### src/rtl/exec_sequencer.sv
// Multi-cycle fetch/operand/execute sequencer for an 8-bit core with a 16-bit bus.
// Build option: SEQ_READY_EN lets the ready input stall read cycles.
module exec_sequencer (
  input  logic        clk,
  input  logic        rst,
  input  logic [7:0]  data_in,
  input  logic        ready,
  input  logic [2:0]  dec_mode,
  input  logic        dec_store,
  input  logic [4:0]  dec_alu_op,
  input  logic [1:0]  dec_dst,
  input  logic [7:0]  store_data,
  output logic [15:0] addr,
  output logic        we,
  output logic [7:0]  data_out,
  output logic        sync,
  output logic [7:0]  ir,
  output logic [15:0] pc,
  output logic [7:0]  operand,
  output logic [4:0]  alu_op,
  output logic        alu_en,
  output logic        reg_we,
  output logic [1:0]  reg_sel,
  output logic        flags_we,
  output logic [2:0]  state
);

  typedef enum logic [2:0] {
    S_RST_LO  = 3'd0,
    S_RST_HI  = 3'd1,
    S_FETCH   = 3'd2,
    S_OPER_LO = 3'd3,
    S_OPER_HI = 3'd4,
    S_READ    = 3'd5,
    S_WRITE   = 3'd6,
    S_EXEC    = 3'd7
  } state_t;

  localparam logic [1:0] M_IMP = 2'd0;
  localparam logic [1:0] M_IMM = 2'd1;
  localparam logic [1:0] M_ZP  = 2'd2;
  localparam logic [1:0] M_ABS = 2'd3;

  state_t      r_state;
  state_t      w_next;
  logic [15:0] r_pc;
  logic [15:0] r_ea;
  logic [7:0]  r_ir;
  logic [7:0]  r_operand;
  logic [4:0]  r_alu_op;
  logic [1:0]  r_reg_sel;
  logic [1:0]  r_mode;
  logic        r_store;
  logic        w_go;
  logic [1:0]  w_mode;

`ifdef SEQ_READY_EN
  assign w_go = ready;
`else
  logic w_unused_ready;
  assign w_unused_ready = ready;
  assign w_go = 1'b1;
`endif

  // Modes 4-7 collapse onto implied
  assign w_mode = dec_mode[2] ? M_IMP : dec_mode[1:0];

  always_ff @(posedge clk or posedge rst) begin
    if (rst) r_state <= S_RST_LO;
    else     r_state <= w_next;
  end

  always_comb begin
    w_next   = r_state;
    addr     = r_pc;
    we       = 1'b0;
    sync     = 1'b0;
    alu_en   = 1'b0;
    reg_we   = 1'b0;
    flags_we = 1'b0;
    case (r_state)
      S_RST_LO: begin
        addr = 16'hFFFC;
        if (w_go) w_next = S_RST_HI;
      end
      S_RST_HI: begin
        addr = 16'hFFFD;
        if (w_go) w_next = S_FETCH;
      end
      S_FETCH: begin
        sync = 1'b1;
        if (w_go) w_next = (w_mode == M_IMP) ? S_EXEC : S_OPER_LO;
      end
      S_OPER_LO: begin
        if (w_go) begin
          case (r_mode)
            M_ZP:    w_next = r_store ? S_WRITE : S_READ;
            M_ABS:   w_next = S_OPER_HI;
            default: w_next = S_EXEC;
          endcase
        end
      end
      S_OPER_HI: begin
        if (w_go) w_next = r_store ? S_WRITE : S_READ;
      end
      S_READ: begin
        addr = r_ea;
        if (w_go) w_next = S_EXEC;
      end
      S_WRITE: begin
        addr   = r_ea;
        we     = 1'b1;
        w_next = S_FETCH;
      end
      S_EXEC: begin
        alu_en   = 1'b1;
        flags_we = 1'b1;
        reg_we   = (r_reg_sel != 2'd0);
        w_next   = S_FETCH;
      end
      default: w_next = S_RST_LO;
    endcase
  end

  always_ff @(posedge clk or posedge rst) begin
    if (rst) begin
      r_pc      <= 16'h0000;
      r_ea      <= 16'h0000;
      r_ir      <= 8'h00;
      r_operand <= 8'h00;
      r_alu_op  <= 5'd0;
      r_reg_sel <= 2'd0;
      r_mode    <= M_IMP;
      r_store   <= 1'b0;
    end else if (w_go) begin
      case (r_state)
        S_RST_LO: r_pc[7:0]  <= data_in;
        S_RST_HI: r_pc[15:8] <= data_in;
        S_FETCH: begin
          r_ir      <= data_in;
          r_pc      <= r_pc + 16'd1;
          r_mode    <= w_mode;
          r_store   <= dec_store;
          r_alu_op  <= dec_alu_op;
          r_reg_sel <= dec_dst;
        end
        S_OPER_LO: begin
          r_pc <= r_pc + 16'd1;
          case (r_mode)
            M_IMM:   r_operand <= data_in;
            M_ZP:    r_ea <= {8'h00, data_in};
            M_ABS:   r_ea[7:0] <= data_in;
            default: ;
          endcase
        end
        S_OPER_HI: begin
          r_pc       <= r_pc + 16'd1;
          r_ea[15:8] <= data_in;
        end
        S_READ:  r_operand <= data_in;
        default: ;
      endcase
    end
  end

  assign data_out = we ? store_data : 8'h00;
  assign ir       = r_ir;
  assign pc       = r_pc;
  assign operand  = r_operand;
  assign alu_op   = r_alu_op;
  assign reg_sel  = r_reg_sel;
  assign state    = r_state;

endmodule

### config.mk
export PLATFORM = sky130hd
export DESIGN_NAME = exec_sequencer
export DESIGN_NICKNAME = d
export VERILOG_FILES = /design/src/rtl/exec_sequencer.sv
export SDC_FILE = /design/constraint.sdc
export NUM_CORES = 1
export LEC_CHECK = 0
export ABC_AREA = 0
export CAP_MARGIN = 0
export CELL_PAD_IN_SITES_DETAIL_PLACEMENT = 0
export CELL_PAD_IN_SITES_GLOBAL_PLACEMENT = 1
export CORE_UTILIZATION = 31
export CTS_CLUSTER_DIAMETER = 120
export DETAILED_ROUTE_END_ITERATION = 7
export PLACE_DENSITY = 0.79
export SETUP_SLACK_MARGIN = 0.1
export SYNTH_ARGS = -nofsm -noshare
export SYNTH_HDL_FRONTEND = slang
export SYNTH_SLANG_ARGS = --single-unit
### constraint.sdc
create_clock -name clk -period 5.1 [get_ports clk]
set_input_delay 0.51 -clock clk [delete_from_list [all_inputs] [get_ports clk]]
set_output_delay 0.51 -clock clk [all_outputs]
set_load 0.05 [all_outputs]
Word level (Yosys, flattened, before mapping)

Cells that the tools add are included.

Add/subtract/negate cells: 1
Equality and inequality tests: 12
Multiplexer cells: 17
Reductions and logical operators: 14

Operators with widths:

| operator                                              | count |
|---|---|
| case mux 8 bit (2 select lines)                       | 4 |
| case mux 16 bit (3 select lines)                      | 1 |
| 2-to-1 mux 8 bit                                      | 3 |
| case mux 3 bit (6 select lines)                       | 1 |
| adder 16 x 1 -> 16 bit, second input constant         | 1 |
| equality test 3 bit, second input constant            | 4 |
| nonzero test 2 bit                                    | 5 |
| equality test 3 x 2 -> 1 bit, second input constant   | 2 |
| AND reduction 2 bit                                   | 3 |
| OR reduction 3 bit                                    | 2 |
| equality test 2 bit, second input constant            | 2 |
| 2-to-1 mux 1 bit                                      | 4 |
| 2-to-1 mux 2 bit                                      | 2 |
| case mux 2 bit (2 select lines)                       | 1 |
| OR reduction 2 bit                                    | 2 |
| equality test 3 x 1 -> 1 bit, second input constant   | 1 |
| logical NOT 3 bit                                     | 1 |
| 2-to-1 mux 3 bit                                      | 1 |
| equality test 2 x 1 -> 1 bit, second input constant   | 1 |
| logical NOT 2 bit                                     | 1 |
| inequality test 2 x 1 -> 1 bit, second input constant | 1 |
| inequality test 2 bit, second input constant          | 1 |

Register bits: 61
Logic and storage cells: 55
Input bits: 30

Longest topological paths before layout

Gate-level depths: netlist (run 1).

Word-level depth: 4
Mapped depth: 6
Mapped depth without buffers: 5

Worst setup path before layout (run 1)

No wires, ideal clock.

Kind: reg2out
Start: register r_state[2], in the netlist state[2]
End: output data_out[0]
Arrival time: 2.425 ns
Stages on the path, launching flop included: 5
Required time: 4.590 ns
Setup slack: 2.165 ns
Cell sequence: dfrtp_1 buf_2 nand2b_1 nor2_1 and2_1

Longest elaborated chain between the ends: 3

RTL lines:

| what                   | RTL line | source |
|---|---|---|
| start, declared        | 44       | `state_t r_state;` |
| start signal, assigned | 70       | `else r_state <= w_next;` |
| equality test 3 bit    | 81       | `case (r_state)` |
| 2-to-1 mux 1 bit       | 81       |  |
| net we                 | 14       | `output logic we,` |
| 2-to-1 mux 8 bit       | 166      | `assign data_out = we ? store_data : 8'h00;` |
| end, declared          | 15       | `output logic [7:0] data_out,` |

The timed path passes the listed nets, and every way through them passes these cells.

Worst setup path in the final report (run 1)

Start: register r_state[1], in the netlist state[1]
End: output addr[6]

Longest elaborated chain between the ends: 3
Elaborated cells between the ends (all ways): 6
Those cells by class: eq/ne (3); mux (1); reduce/logical (2)

RTL lines:

| what                                | RTL line | source |
|---|---|---|
| equality test 3 bit                 | 81       |  |
| OR reduction 2 bit (no source line) | -        |  |
| case mux 16 bit (3 select lines) *  | 81       |  |
| end, declared                       | 13       | `output logic [15:0] addr,` |

Mark *: on every way between the ends. The rest lies on a longest branch, timed or not.

==> qor.txt, run 1 <==
crit share post-route: 66.6%
post-cts resize count: 0
setup TNS after final layout: 0 ns
Max-slew headroom: 45.7%
slew at the pin closest to its max-slew limit: 0.813 ns
Synth area leaders: sky130_fd_sc_hd__dfrtp_1, sky130_fd_sc_hd__mux2_2, sky130_fd_sc_hd__a21oi_1, sky130_fd_sc_hd__o22ai_1, sky130_fd_sc_hd__nor2_1
RR Startpoint: state[1]$_DFF_PP0_
Synth Register Bits: 61
starting DRC count in detailed routing: 188
Synth top area share: 45.9%
count of vias placed by the detailed router: 3,001
Clock Skew: 0.0109 ns
share of layout cells above drive strength 1: 17.2%
share of the yosys chip area belonging to registers: 45.9%
die width: 106 um
number of sinks driven by the clock tree: 61
gpl congestion: 0.843
number of instances in the synthesized netlist: 323
wire length reported by the detailed router: 10.1 mm
die boundary height: 106 um
maxcap violations: 0
total congestion overflow: 0
maximum number of pins on one net before global-route repair: 62
detailed-route DRC error count: 0
capturing element type of the critical path: output port
Detail Placement HPWL: 6.91 mm
wire length of the first global-routing pass: 16.3 mm
number of CTS-inserted buffers: 9
area growth from synthesis to layout: 39.5%
Pre-Repair DR Iteration Count: 5
Crit Path Category: reg2out
vias per inst: 5.41
Die Footprint: 11,100 um^2
clock tree from TritonCTS: yes
GRT Util Overall: 18.9%
largest area contributor in the netlist: sky130_fd_sc_hd__dfrtp_1
Core ar.: 10,400 um^2
num rows: 37
Cell Area, Synth: 3320 um^2
Required @ worst endpoint: 4.59 ns
Synth Area per Inst: 10.3 um^2
count of buffers added by post-CTS timing repair for setup: 0
final-report setup violation count: 0
path depth of the worst reg2reg path: 5
hold worst-path end: alu_op[2]$_DFFE_PP0P_
startpoint type of the worst setup path: flip-flop
Mapped Nets: 354
arrival time of data at the critical path endpoint: 2.89 ns
most frequently used cell type in the post-synthesis netlist: sky130_fd_sc_hd__dfrtp_1
ranking of synthesized cells by instance count: sky130_fd_sc_hd__dfrtp_1, sky130_fd_sc_hd__mux2_2, sky130_fd_sc_hd__nor2_1, sky130_fd_sc_hd__a21oi_1, sky130_fd_sc_hd__o22ai_1
hold buffers post-CTS: 0
Synth Flop Type: sky130_fd_sc_hd__dfrtp_1
clk_lat worst skew: 0.35 ns
Critical R2R Capture: pc[10]$_DFFE_PP0P_
worst hold path depth: 1
number of levels the H-tree was split into: 3
number of port buffers: 99
Ys Warns: 0
result of the run: finished clean
worst min path class: reg2reg
fmax: 0.294 GHz
number of hold-slack violations in the final timing report: 0
final worst path period need: 3.40 ns
number of ports placed on the die boundary: 101
fin nets: 445
vias in the first global route: 3,000
count of flip-flops with a built-in enable after synthesis: 0
effective utilization at floorplan: 32.0%
maximum root-to-sink buffer count: 2
source of the worst hold timing path: alu_op[2]$_DFFE_PP0P_
unrepaired setup endpoints after global routing: false
worst reg-to-reg setup slack: 2.47 ns
clock slew at reported path FFs: 0.07 ns
largest fanout on the critical path: 18
average wire length per cell after detail routing: 18.3 um
number of diodes: 0
Antenna Nets Post-Route: 0
async set-or-reset flop fraction in the synthesized netlist: 100%
library cells used by synthesis: 49
Pins Over Slew Limit: 0
number of antenna violations at the first check in global routing: 0
CTS root buf: sky130_fd_sc_hd__clkbuf_8
## routing by layer
layer  vias up  track usage (%)  routed length [um]
li1       1390                -                   -
met1      1510             24.4                4420
met2        91             31.4                5030
met3        10             4.70                 533
met4         0             5.26                 148
met5         -                0                   0
## layout make-up
class                      count  area [um^2]
fill                        1011         5730
multi-input combinational    234         1660
sequential                    61         1530
timing repair buffer         104         1030
tap                          136          170
clock buffer                  11          151
clock inverter                 5         82.6
inverter                       4         15.0
## metrics by stage
| step | setup slack [ns] | instance area, um^2 | hold slack [ns] | std cells | utilization (%) |
|---|---|---|---|---|---|
| global route | 1.57 | 4640 | 0.522 | 555 | 44.7 |
| detailed placement | 2.07 | 4400 | 0.490 | 539 | 42.4 |
| floorplan | 2.17 | 3320 | 0.455 | 323 | - |
| global placement | 2.09 | 4400 | 0.486 | 539 | 42.4 |
| finish | 1.70 | 4640 | 0.509 | 555 | 44.7 |
| CTS | 1.68 | 4640 | 0.506 | 555 | 44.7 |
## worst max-delay path by stage
stage	startpoint	to	slack, ns	cells past startpoint
2_1_floorplan	state[2]$_DFF_PP0_	data_out[0]	2.17	4
3_3_place_gp	state[1]$_DFF_PP0_	addr[6]	2.09	5
3_5_place_dp	state[1]$_DFF_PP0_	addr[6]	2.07	5
4_1_cts	state[1]$_DFF_PP0_	addr[6]	1.68	5
5_1_grt	state[1]$_DFF_PP0_	addr[6]	1.57	5
6_report	state[1]$_DFF_PP0_	addr[6]	1.70	5
## kinds of logic after synthesis
| kind of cell | synth area share (%) |
|---|---|
| AND/OR/NAND/NOR | 13.7 |
| AO/OA/AOI/OAI | 19.5 |
| XOR/XNOR | 0.791 |
| adder cells (fa/ha/maj) | 0.376 |
| buffers and inverters | 4.14 |
| multiplexers | 15.5 |
| flip-flops | 45.9 |
## flip-flops by register name (all words and copies together), names as in the netlist
signal,cells
pc,16
r_ea,16
ir,8
operand,8
alu_op,5
state,3
r_mode,2
reg_sel,2
r_store,1
## layout by cell type, fill, tap and decap left out, types with 5 or more instances in the layout
cell,instances
sky130_fd_sc_hd__clkdlybuf4s50_1,99
sky130_fd_sc_hd__dfrtp_1,61
sky130_fd_sc_hd__mux2_2,43
sky130_fd_sc_hd__nor2_1,32
sky130_fd_sc_hd__a21oi_1,26
sky130_fd_sc_hd__o22ai_1,20
sky130_fd_sc_hd__clkbuf_8,11
sky130_fd_sc_hd__nand2_1,10
sky130_fd_sc_hd__o21ai_0,9
sky130_fd_sc_hd__and2_1,9
sky130_fd_sc_hd__a22o_1,8
sky130_fd_sc_hd__nand3_1,6
sky130_fd_sc_hd__nand2b_1,5
sky130_fd_sc_hd__buf_4,5
## critical path: stages (launching register included)
cell and delay, ns:
sky130_fd_sc_hd__dfrtp_1 0.70, sky130_fd_sc_hd__buf_4 0.37, sky130_fd_sc_hd__or2_1 0.33, sky130_fd_sc_hd__o22ai_1 0.13, sky130_fd_sc_hd__a21oi_1 0.18, sky130_fd_sc_hd__clkdlybuf4s50_1 0.83
Power of run 1 is left out: the tool's default activity adds up to more than one toggle a clock period on the data nets, which glitch-free logic cannot reach.
==> inputs of run 2 (changes only) <==
Settings changed: PLACE_DENSITY 0.79 to 0.82.
Clock period 5.1 ns to 2.8 ns, I/O delays scaled along.
==> qor.txt, run 2 (synthesis results as in run 1) <==
Antenna Nets Post-Route: 0 (unchanged)
most common cell after layout, fill and taps aside: sky130_fd_sc_hd__clkdlybuf4s50_1
vias per inst: 5.44 (+0.64%)
startpoint type of the worst setup path: flip-flop
die width: 106 um (unchanged)
effective utilization at floorplan: 32.0% (unchanged)
path depth of the worst reg2reg path: 4 (-1)
total congestion overflow: 0 (unchanged)
maximum root-to-sink buffer count: 2 (unchanged)
worst reg-to-reg setup slack: 0.71 ns (-1.76 ns)
Required @ worst endpoint: 2.52 ns (-2.07 ns)
clock tree from TritonCTS: yes
number of antenna violations at the first check in global routing: 0 (unchanged)
longest individual stage delay on the worst path: 0.69 ns (-0.14 ns)
maximum number of pins on one net before global-route repair: 62 (unchanged)
clk_lat worst skew: 0.34 ns (about the same)
number of sinks driven by the clock tree: 61 (unchanged)
crit share post-route: 89.6%
wire length of the first global-routing pass: 16.0 mm (-2.1%)
maxcap violations: 0 (unchanged)
final-report setup violation count: 0 (unchanged)
detailed-route DRC error count: 0 (unchanged)
Pre-Repair DR Iteration Count: 4 (-1)
area growth from synthesis to layout: 48.4%
wire length reported by the detailed router: 9.87 mm (-2.6%)
num rows: 37 (unchanged)
number of levels the H-tree was split into: 3 (unchanged)
cell chain of the critical path: buf_12 -> or2_1 -> o22ai_1 -> a21oi_1 -> buf_12
number of CTS-inserted buffers: 9 (unchanged)
vias in the first global route: 3,039 (+1.3%)
hold buffers post-CTS: 0 (unchanged)
gpl congestion: 0.864 (+2.5%)
starting DRC count in detailed routing: 228 (+21%)
number of hold-slack violations in the final timing report: 0 (unchanged)
result of the run: finished clean
unrepaired setup endpoints after global routing: false
share of layout cells above drive strength 1: 24.8% (+7.6 points)
average wire length per cell after detail routing: 17.7 um (-3.3%)
Max-slew headroom: 58.9% (+13 points)
Clock Skew: 0.00787 ns (-0.00300 ns)
met3 wire len: 705 um (+32%)
arrival time of data at the critical path endpoint: 2.23 ns (-0.66 ns)
library cell appearing most often on the critical path: sky130_fd_sc_hd__buf_12
fin nets: 449 (+0.90%)
Critical-path top delay cell: sky130_fd_sc_hd__dfrtp_1
number of ports placed on the die boundary: 101 (unchanged)
placed cell count: 543 (+0.74%)
capturing element type of the critical path: output port
final worst path period need: 2.51 ns
Crit Path Category: reg2out
number of port buffers: 99 (unchanged)
fmax: 0.399 GHz
GRT Util Overall: 18.4% (-0.48 points)
setup TNS after final layout: 0 ns (unchanged)
uppermost layer routed: met4
count of vias placed by the detailed router: 3,042 (+1.4%)
clock slew at reported path FFs: 0.07 ns (about the same)
slew at the pin closest to its max-slew limit: 0.616 ns (-0.198 ns)
number of filler cells placed in the layout: 978 (-3.3%)
Core ar.: 10,400 um^2 (unchanged)
CTS root buf: sky130_fd_sc_hd__clkbuf_8
wire length on met1: 4.25 mm (-3.9%)
metal2 WL: 4.71 mm (-6.4%)
commonest cells after routing, fill and taps aside: sky130_fd_sc_hd__clkdlybuf4s50_1, sky130_fd_sc_hd__dfrtp_1, sky130_fd_sc_hd__mux2_2, sky130_fd_sc_hd__nor2_1, sky130_fd_sc_hd__buf_12
Pins Over Slew Limit: 0 (unchanged)
die boundary height: 106 um (unchanged)
filler-free cell count of the finished design: 559 (+0.72%)
RR Startpoint: state[2]$_DFF_PP0_
Detail Placement HPWL: 7.06 mm (+2.3%)
number of diodes: 0 (unchanged)
Critical R2R Capture: pc[12]$_DFFE_PP0P_
worst min path class: in2async
largest fanout on the critical path: 21 (+3)
Die Footprint: 11,100 um^2 (unchanged)
## run 2: cell types whose count changed in the layout (fill, tap and decap cells not counted), sizes merged
cell,delta
clkbuf,-1
buf,+31
clkinv,+3
clkinvlp,-2
clkdlybuf4s50,-27
## run 2: how the worst max path moves through the flow
stage	start	to	slack, ns
3_3_place_gp	state[2]$_DFF_PP0_	addr[6]	0.59
3_5_place_dp	state[2]$_DFF_PP0_	addr[15]	0.58
4_1_cts	state[2]$_DFF_PP0_	addr[7]	0.20
2_1_floorplan	state[1]$_DFF_PP0_	addr[6]	0.25
5_1_grt	state[1]$_DFF_PP0_	addr[15]	0.15
6_report	state[1]$_DFF_PP0_	addr[15]	0.29
## run 2: per-stage QoR
| step | util (%) | instance area [um^2] | hold slack, ns | setup WS [ns] |
|---|---|---|---|---|
| after detailed placement | 45.4 | 4700 | 0.490 | 0.582 |
| after CTS | 47.5 | 4930 | 0.321 | 0.196 |
| final | 47.6 | 4930 | 0.302 | 0.292 |
| after global placement | 45.4 | 4700 | 0.488 | 0.593 |
| after global routing | 47.6 | 4930 | 0.348 | 0.154 |
| after floorplan | - | 3330 | 0.420 | 0.249 |
## run 2: worst max-delay path: cells and delay by family, from the launching register on
kind	cells	cell delay, ns
flops	1	0.69
compound gates	2	0.48
buf+inv	2	0.43
simple gates	1	0.28
## run 2: routing by layer
layer	vias up	track usage [%]
li1	1395	-
met1	1515	24.1
met2	114	29.6
met3	18	4.27
met4	0	7.14
met5	-	0
## run 2: area by class of cell
class                           count  area (um^2)  share of cell area (%)
Clock buffer                       10          138                    2.79
Clock inverter                      6         86.3                    1.75
Inverter                            4         15.0                   0.304
Multi-Input combinational cell    234         1670                    33.8
Sequential cell                    61         1530                    31.0
Tap cell                          136          170                    3.45
Timing Repair Buffer              108         1330                    26.9
## run 2: repair_timing
item	4_1_cts	5_1_grt
setup buffers	0	0
gates resized for setup	0	1
endpoints found under the setup margin	0	12
Power of run 2 is left out for the same reason.
